### src/rtl/ieee_conv_pkg.sv
// Shared types and constants for the IEEE-754 to 5.5 fixed-point conversion arbiter.
package ieee_conv_pkg;

   typedef enum logic [1:0] {
      IDLE,
      CONV,
      RESP
   } state_e;

   localparam int EXP_BIAS   = 127;
   localparam int MAX_POW    = 4;
   localparam int FIX_INT_W  = 5;
   localparam int FIX_FRAC_W = 5;

endpackage

### src/rtl/ieee_conv_arbiter_if.sv
// Request/response bundle between the requesters/consumer (master) and the shared converter (slave).
interface ieee_conv_arbiter_if
   import ieee_conv_pkg::*;
#(
   parameter int NREQ = 4,
   parameter int IDW  = 2
);

   logic [NREQ-1:0]       req_valid;
   logic [32*NREQ-1:0]    req_data;
   logic [NREQ-1:0]       req_ready;
   logic                  resp_valid;
   logic                  resp_ready;
   logic [IDW-1:0]        resp_id;
   logic [FIX_INT_W-1:0]  resp_digit;
   logic [FIX_FRAC_W-1:0] resp_float;
   logic                  resp_err;

   modport master (
      output req_valid, req_data, resp_ready,
      input  req_ready, resp_valid, resp_id, resp_digit, resp_float, resp_err
   );

   modport slave (
      input  req_valid, req_data, resp_ready,
      output req_ready, resp_valid, resp_id, resp_digit, resp_float, resp_err
   );

endinterface

### src/rtl/ieee_fix_core.sv
// Combinational IEEE-754 single to 5.5 fixed-point converter with range-error flag.
// Define IEEE_CONV_SAT_EN to return all-ones (instead of zero) for too-large operands.
module ieee_fix_core
   import ieee_conv_pkg::*;
(
   input  logic [31:0]           op,
   output logic [FIX_INT_W-1:0]  digit,
   output logic [FIX_FRAC_W-1:0] frac,
   output logic                  err
);

   logic       sign;
   logic [7:0] expo;
   logic [22:0] mant;
   logic       under;
   logic       over;
   logic [2:0] pow;
   logic [2:0] int_shamt;
   logic [4:0] int_full;

   always_comb begin
      sign  = op[31];
      expo  = op[30:23];
      mant  = op[22:0];
      under = sign || (expo < 8'(EXP_BIAS));
      over  = expo > 8'(EXP_BIAS + MAX_POW);
      err   = under || over;

      // pow is only meaningful in range; out-of-range results are overridden below
      pow       = 3'(expo - 8'(EXP_BIAS));
      int_shamt = 3'(MAX_POW) - pow;
      int_full  = {1'b1, mant[22:19]};
      digit     = int_full >> int_shamt;
      frac      = 5'((mant << pow) >> 18);

      if (err) begin
`ifdef IEEE_CONV_SAT_EN
         digit = under ? '0 : '1;
         frac  = under ? '0 : '1;
`else
         digit = '0;
         frac  = '0;
`endif
      end
   end

endmodule

### src/rtl/ieee_conv_arbiter.sv
// Round-robin arbiter and IDLE/CONV/RESP sequencer sharing one ieee_fix_core among NREQ requesters.
module ieee_conv_arbiter
   import ieee_conv_pkg::*;
#(
   parameter int NREQ = 4,
   parameter int IDW  = 2
)(
   input  logic               clk,
   input  logic               rst,
   ieee_conv_arbiter_if.slave bus
);

   state_e                state_q, state_d;
   logic [IDW-1:0]        rr_ptr_q, rr_ptr_d;
   logic [IDW-1:0]        id_q, id_d;
   logic [31:0]           op_q, op_d;
   logic [IDW-1:0]        resp_id_q, resp_id_d;
   logic [FIX_INT_W-1:0]  resp_digit_q, resp_digit_d;
   logic [FIX_FRAC_W-1:0] resp_float_q, resp_float_d;
   logic                  resp_err_q, resp_err_d;

   logic                  grant_found;
   logic [IDW-1:0]        grant_idx;
   logic [IDW-1:0]        grant_next;
   logic [IDW-1:0]        cand;
   logic [31:0]           grant_word;
   logic [NREQ-1:0]       req_ready_c;
   int                    scan;

   logic [FIX_INT_W-1:0]  core_digit;
   logic [FIX_FRAC_W-1:0] core_frac;
   logic                  core_err;

   ieee_fix_core u_core (
      .op    (op_q),
      .digit (core_digit),
      .frac  (core_frac),
      .err   (core_err)
   );

   // Scan downward so the candidate closest to rr_ptr is written last and wins.
   always_comb begin
      grant_found = 1'b0;
      grant_idx   = '0;
      grant_word  = '0;
      scan        = 0;
      cand        = '0;
      for (int k = NREQ - 1; k >= 0; k--) begin
         scan = int'(rr_ptr_q) + k;
         if (scan >= NREQ) scan = scan - NREQ;
         cand = IDW'(scan);
         if (bus.req_valid[cand]) begin
            grant_found = 1'b1;
            grant_idx   = cand;
         end
      end
      for (int i = 0; i < NREQ; i++) begin
         if (grant_idx == IDW'(i)) grant_word = bus.req_data[32*i +: 32];
      end
      grant_next = (grant_idx == IDW'(NREQ - 1)) ? '0 : grant_idx + 1'b1;
   end

   always_comb begin
      req_ready_c = '0;
      if (!rst && state_q == IDLE && grant_found) req_ready_c[grant_idx] = 1'b1;
   end

   always_comb begin
      state_d      = state_q;
      rr_ptr_d     = rr_ptr_q;
      id_d         = id_q;
      op_d         = op_q;
      resp_id_d    = resp_id_q;
      resp_digit_d = resp_digit_q;
      resp_float_d = resp_float_q;
      resp_err_d   = resp_err_q;
      case (state_q)
         IDLE: begin
            if (grant_found) begin
               op_d     = grant_word;
               id_d     = grant_idx;
               rr_ptr_d = grant_next;
               state_d  = CONV;
            end
         end
         CONV: begin
            resp_id_d    = id_q;
            resp_digit_d = core_digit;
            resp_float_d = core_frac;
            resp_err_d   = core_err;
            state_d      = RESP;
         end
         RESP: begin
            if (bus.resp_ready) state_d = IDLE;
         end
         default: state_d = IDLE;
      endcase
   end

   always_ff @(posedge clk) begin
      if (rst) begin
         state_q      <= IDLE;
         rr_ptr_q     <= '0;
         id_q         <= '0;
         op_q         <= '0;
         resp_id_q    <= '0;
         resp_digit_q <= '0;
         resp_float_q <= '0;
         resp_err_q   <= 1'b0;
      end else begin
         state_q      <= state_d;
         rr_ptr_q     <= rr_ptr_d;
         id_q         <= id_d;
         op_q         <= op_d;
         resp_id_q    <= resp_id_d;
         resp_digit_q <= resp_digit_d;
         resp_float_q <= resp_float_d;
         resp_err_q   <= resp_err_d;
      end
   end

   assign bus.req_ready  = req_ready_c;
   assign bus.resp_valid = (state_q == RESP);
   assign bus.resp_id    = resp_id_q;
   assign bus.resp_digit = resp_digit_q;
   assign bus.resp_float = resp_float_q;
   assign bus.resp_err   = resp_err_q;

endmodule

### src/flat_wrapper.sv
// flat-port wrapper written by rule: the top's interface ports become plain ports
module ieee_conv_arbiter_flat import ieee_conv_pkg::*;
#(
   parameter int NREQ = 4,
   parameter int IDW  = 2
)
  (clk, rst, bus_req_valid, bus_req_data, bus_resp_ready, bus_req_ready, bus_resp_valid, bus_resp_id, bus_resp_digit, bus_resp_float, bus_resp_err);
  ieee_conv_arbiter_if #(.NREQ(NREQ), .IDW(IDW)) bus_i ();
  input  logic clk;
  input  logic rst;
  input wire logic [$bits(bus_i.req_valid)-1:0] bus_req_valid;
  input wire logic [$bits(bus_i.req_data)-1:0] bus_req_data;
  input wire logic [$bits(bus_i.resp_ready)-1:0] bus_resp_ready;
  output wire logic [$bits(bus_i.req_ready)-1:0] bus_req_ready;
  output wire logic [$bits(bus_i.resp_valid)-1:0] bus_resp_valid;
  output wire logic [$bits(bus_i.resp_id)-1:0] bus_resp_id;
  output wire logic [$bits(bus_i.resp_digit)-1:0] bus_resp_digit;
  output wire logic [$bits(bus_i.resp_float)-1:0] bus_resp_float;
  output wire logic [$bits(bus_i.resp_err)-1:0] bus_resp_err;
  assign bus_i.req_valid = bus_req_valid;
  assign bus_i.req_data = bus_req_data;
  assign bus_i.resp_ready = bus_resp_ready;
  assign bus_req_ready = bus_i.req_ready;
  assign bus_resp_valid = bus_i.resp_valid;
  assign bus_resp_id = bus_i.resp_id;
  assign bus_resp_digit = bus_i.resp_digit;
  assign bus_resp_float = bus_i.resp_float;
  assign bus_resp_err = bus_i.resp_err;
  ieee_conv_arbiter #(.NREQ(NREQ), .IDW(IDW)) u_core (.clk(clk), .rst(rst), .bus(bus_i));
endmodule
### config.mk
export PLATFORM = sky130hd
export DESIGN_NAME = ieee_conv_arbiter_flat
export DESIGN_NICKNAME = d
export VERILOG_FILES = /design/src/rtl/ieee_conv_pkg.sv /design/src/rtl/ieee_conv_arbiter_if.sv /design/src/rtl/ieee_fix_core.sv /design/src/rtl/ieee_conv_arbiter.sv /design/src/flat_wrapper.sv
export SDC_FILE = /design/constraint.sdc
export NUM_CORES = 1
export LEC_CHECK = 0
export BUFFER_PORTS_ARGS = -buffer_cell sky130_fd_sc_hd__buf_2
export CAP_MARGIN = 20
export CORE_UTILIZATION = 49
export CTS_BUF_LIST = sky130_fd_sc_hd__clkbuf_2 sky130_fd_sc_hd__clkbuf_4 sky130_fd_sc_hd__clkbuf_8
export DETAILED_ROUTE_END_ITERATION = 6
export GPL_TIMING_DRIVEN = 0
export PLACE_DENSITY = 0.89
export SYNTH_ARGS = -nofsm -noshare
export SYNTH_HDL_FRONTEND = slang
export SYNTH_SLANG_ARGS = --single-unit
### constraint.sdc
create_clock -name clk -period 3.09 [get_ports clk]
set_input_delay 0 -clock clk [delete_from_list [all_inputs] [get_ports clk]]
set_output_delay 0 -clock clk [all_outputs]
set_load 0.01 [all_outputs]
# Yosys cells after proc, flatten, opt, wreduce, memory -nomap -nowiden
# Cells that the tools add are included.
# totals
inputBits,135
output_inout_bits,18
word_cells,82
regBits,51
# classes
add_sub_neg,10
shift,2
mux,33
order_cmp,12
eq_ne,7
reduce_logical,10
# op_table
operator,n
32-bit 2-to-1 mux,4
23-bit by 3-bit left shift with 23-bit output,1
2-bit 2-to-1 mux,11
2-bit by 3-bit less-than comparator with 1-bit output (second input constant),5
5-bit 2-to-1 mux,2
3-bit >= comparator (second input constant),3
1-bit 2-to-1 mux,9
1-bit binary-select mux with 2-bit select,4
8-bit greater-than comparator (second input constant),1
8-bit by 7-bit less-than comparator with 1-bit output (second input constant),1
2-bit by 1-bit subtractor with 2-bit output (second input constant),4
2-bit by 2-bit adder with 3-bit output (second input constant),2
2-bit equality test (second input constant),3
2-bit one-hot mux with 3 select lines,1
5-bit by 3-bit >> shifter with 5-bit output,1
2-bit by 1-bit equality test with 1-bit output (second input constant),2
2-bit logical NOT,2
4-bit 2-to-1 mux,1
2-bit AND reduction,2
2-bit by 1-bit adder with 3-bit output (second input constant),1
2-bit by 3-bit >= comparator with 1-bit output (second input constant),1
1-bit logical AND,3
3-bit subtractor (first input constant),1
3-bit subtractor (second input constant),1
7 further kinds,8

# Logic depth before layout (Yosys ltp)
# depth
ltp_word,14
ltp_mapped,10
depth_no_buf,9

# Modules after synthesis
# Synthesis repeated with hierarchy kept, for this count alone.
# hier_totals
cells_unflattened,414
area_unflattened_um2,3658.5
# modules_own_cells
module,n_inst,seq_area_each_um2,cells_each,area_each_um2
ieee_conv_arbiter,1,1021.0,362,3109.2
ieee_fix_core,1,0.0,52,549.3

# Least setup slack after synthesis
# OpenSTA, ideal clock, no wires.
# synth_timing
path_kind,register -> register
from,register u_core.rr_ptr_q[1]
to,register u_core.op_q[22]
stages_incl_launch_ff,10
arrival_time_ns,1.892
path_buffers,2
setup_ns,0.078
synth_period_minus_slack_ns,1.970
path_slack_ns,1.120
required_ns,3.012
path_cell_list,dfxtp_1 -> a21o_1 -> a21oi_1 -> o22ai_1 -> inv_1 -> ha_1 -> clkbuf_1 -> clkbuf_1 -> o311a_1 -> nor3_1
# synth_via
elab_chain_len,14
elab_cells_between_ends,40
cone_classes,7 x add/sub; 4 x order compare; 3 x eq/ne; 24 x mux; 2 x reduce/logical
# synth_rtl
item,line_no,rtl
"start, declared",ieee_conv_arbiter.sv:14,"logic [IDW-1:0] rr_ptr_q, rr_ptr_d;"
"start signal, assigned",ieee_conv_arbiter.sv:112,rr_ptr_q <= rr_ptr_d;
2-bit by 2-bit adder with 3-bit output,ieee_conv_arbiter.sv:49,scan = int'(rr_ptr_q) + k;
3-bit >= comparator / 2-bit by 1-bit subtractor with 2-bit output (equally long branches),ieee_conv_arbiter.sv:50,if (scan >= NREQ) scan = scan - NREQ;
2-bit 2-to-1 mux,ieee_conv_arbiter.sv:50,
1-bit binary-select mux with 2-bit select,ieee_conv_arbiter.sv:52,if (bus.req_valid[cand]) begin
1-bit 2-to-1 mux (implied by the code),ieee_conv_arbiter.sv:52,
2-bit 2-to-1 mux (3 in series),ieee_conv_arbiter.sv:52,
2-bit 2-to-1 mux (*),ieee_conv_arbiter.sv:52,
net u_core.grant_idx[1],ieee_conv_arbiter.sv:23,logic [IDW-1:0] grant_idx;
2-bit logical NOT,ieee_conv_arbiter.sv:58,if (grant_idx == IDW'(i)) grant_word = bus.req_data[32*i +: 32];
32-bit 2-to-1 mux (3 in series),ieee_conv_arbiter.sv:58,
32-bit 2-to-1 mux (*),ieee_conv_arbiter.sv:58,
"end signal, assigned",ieee_conv_arbiter.sv:114,op_q <= op_d;
"end, declared",ieee_conv_arbiter.sv:16,"logic [31:0] op_q, op_d;"
# Mark *: on every way through the listed nets, which the timed path passes. The rest lies on a longest branch. The select of a mux whose other input is x is not followed.
# A chain may end at the register's enable or synchronous reset.

# Final worst setup path
# layout_timing
from,register u_core.rr_ptr_q[1]
to,register u_core.op_q[14]
# The elaborated chain is that of the path after synthesis.

==> flow_summary.yaml <==
setup_path:
  end_kind: "flop"
  required_ps: 3300
  worstPathArrival_ps: 2720
  startpoint_type: "flop"
  cp_max_fo: 10
  path_class: "flop to flop"
pwr:
  switching_share_pct: 37.1
  leakage_nw: 1.50
  switchingPower_mw: 0.687
  peakVddDrop_mv: 0.275
  power.density_mw_per_mm2: 561
  clkPwrFrac_pct: 19.2
  p_int_mw: 1.17
  power_frac_seq_pct: 35.4
  power_frac_comb_pct: 45.4
clocking:
  hold_buffers: 1
  cts.sinks: 40
  cts_buffers: 5
  clock_latency_ps: 300
  clk_pin_slew_ps: 80
  ctsRootBufferMaster: "clkbuf_8"
  clock_path_buffers: 2
  post-cts-setup-buffers: 0
  h-tree-depth: 2
  cts_tree: "yes"
  cts_resized: 0
synthesis:
  async_flop_share_pct: 0
  yosys_register_bits: 40
  avgSynthCellArea_sq_um: 8.53
  synthTopCellsByArea: "dfxtp_1, o311a_1, a221oi_1"
  synth_ff_type: "dfxtp_1"
  seq_area_frac_synth_pct: 31.1
  synth_top_cell_by_area: "dfxtp_1"
  syn_nets: 443
  synth_top_area_share_pct: 31.1
  synth_cells: 302
  synth-edff-count: 0
  syn_area_sq_mm: 0.00258
  yosysUniqueCellTypes: 44
  synth_warnings: 0
routing:
  avgViaCountPerCell: 5.51
  postRouteAntennaNets: 0
  drtPass1Iterations: 4
  drc_errors: 0
  initialDrtViolationCount: 118
  vias: 2688
  routedWlPerCell_um: 14.5
  wirelength_um: 7090
placement:
  dpl.hpwl_um: 5580
  place_ws_ps: 697
  gp_congestion: 0.984
  numPlacedInstances: 479
  portBuffers: 107
floorplanning:
  die-area_sq_mm: 0.00555
  ioPinCount: 153
  die_y_um: 74.5
  coreArea_sq_mm: 0.00507
  initial_core_util_pct: 50.8
  die_x_um: 74.5
  core.rowCount: 26
grt:
  grt.total_usage_pct: 26.7
  grt_first_pass_wirelength_um: 11200
  grt_max_degree: 13
  first_global_vias: 2470
  antenna_found_initial: 0
  grt_overflow: 0
cells_and_area:
  mostFrequentLayoutCell: "buf_2"
  drive_above_1_share_pct: 31.3
  area_growth_pct: 28.2
  fill_cells: 434
  ff_latch_area_sq_um: 801
  diodes: 0
  multi_input_area_sq_mm: 0.00162
  layoutNonFillerInstCount: 488
  layout.cells.most_common_list: "buf_2, dfxtp_1, nand2_1"
  fin_nets: 558
timing:
  period_needed_ps: 2510
  skew_ps: 7.82
  finalHoldViolCount: 0
  setup_ws_ps: 585
  fin_tns_setup_ps: 0
  rsz0062_at_grt: "false"
  finalCritPeriodShare_pct: 81.1
  slew-limit-headroom_pct: 59.1
  fmax_mhz: 399
  setup-violations-final: 0
  drv_slew: 0
  tightest_slew_ps: 611
job:
  max_cap_viol_count: 0
status:
  outcome: "complete, no violations"
min_path:
  hold_class: "input pin to flop"
==> flip-flops by register name (all words and copies together), names as in the netlist <==
register,count
u_core.bus.resp_id,2
u_core.bus.resp_digit,5
u_core.op_q,21
u_core.rr_ptr_q,2
u_core.id_q,2
u_core.bus.resp_float,5
u_core.bus.resp_err,1
u_core.state_q,2
==> power by group through the flow <==
stage	logic [mW]	registers, mW	clock network [mW]
2_1_floorplan	0.621	0.645	0
3_3_place_gp	0.811	0.658	0
5_1_grt	0.926	0.665	0.387
6_report	0.842	0.656	0.356
3_5_place_dp	0.824	0.664	0
4_1_cts	0.835	0.653	0.360
==> path summary, 6_finish.rpt <==
path	start	endpoint	slack (ps)	cells past startpoint
setup reg to reg	u_core.rr_ptr_q[1]$_SDFFE_PP0P_	u_core.op_q[14]$_SDFFE_PP0P_	580	9
hold / removal	bus_req_data[108]	u_core.op_q[12]$_SDFFE_PP0P_	90	4
hold reg to reg	u_core.bus.resp_float[0]$_SDFFE_PP0N_	u_core.bus.resp_float[0]$_SDFFE_PP0N_	450	2
setup / recovery	u_core.rr_ptr_q[1]$_SDFFE_PP0P_	u_core.op_q[14]$_SDFFE_PP0P_	580	9
==> metrics by stage <==
stage	utilization (%)	hold WS (ps)	cell area (sq um)	power, mW
6_report	65.1	94.0	3300	1.85
5_1_grt	65.1	104	3300	1.98
4_1_cts	65.1	87.9	3300	1.85
3_5_place_dp	63.1	279	3200	1.49
3_3_place_gp	63.1	268	3200	1.47
2_1_floorplan	-	182	2580	1.27
==> area by class of cell <==
cell class	count	share of cell area [%]
well taps	70	2.65
clock inverters	2	0.303
plain buffers	26	3.79
clock buffers	6	2.50
multi-input cells	228	49.1
inverters	8	0.909
repair buffers	108	16.5
flip-flops and latches	40	24.2
==> synth_stat cells, types with 2 or more instances <==
| cell type | n |
|---|---|
| ha_1 | 6 |
| a211oi_1 | 2 |
| mux4_1 | 2 |
| nand3b_1 | 2 |
| and2_1 | 6 |
| a21oi_1 | 11 |
| buf_2 | 7 |
| a221oi_1 | 21 |
| nor3_1 | 21 |
| a21o_1 | 3 |
| nand2b_1 | 2 |
| o311a_1 | 20 |
| a22oi_1 | 2 |
| mux2i_1 | 17 |
| o21ai_1 | 2 |
| inv_1 | 8 |
| o221ai_1 | 2 |
| clkbuf_1 | 15 |
| dfxtp_1 | 40 |
| nor2_1 | 25 |
| nor2b_1 | 25 |
| buf_6 | 2 |
| o21ai_0 | 2 |
| a211o_1 | 2 |
| nand2_1 | 33 |
| a22o_1 | 6 |
==> critical path, cell delays in order (launching register included) <==
cell,delay (ps)
dfxtp_1,400
a21o_1,140
a21oi_1,60
o22ai_1,370
inv_1,120
ha_1,220
clkbuf_1,170
clkbuf_1,260
o311a_1,460
nor3_1,220
==> cell families (layout without fill, tap and decap cells) <==
logic type | after synthesis | after routing | share of synthesized area, %
AND/OR/NAND/NOR | 120 | 120 | 23.0
multiplexers | 20 | 20 | 9.51
AO/OA/AOI/OAI | 81 | 81 | 26.5
adder cells (fa/ha/maj) | 6 | 6 | 2.91
buffers and inverters | 34 | 150 | 6.02
flip-flops | 40 | 40 | 31.1
XOR/XNOR | 1 | 1 | 1.07
==> per-layer routing <==
metal | GRT usage (%) | vias to the layer above | share of wire, %
li1 | - | 1364 | -
met1 | 35.1 | 1203 | 45
met2 | 43.2 | 109 | 49
met3 | 2.71 | 12 | 4.3
met4 | 13.8 | 0 | 2.0
met5 | 0 | - | 0
(Power assumes the default switching activity.)
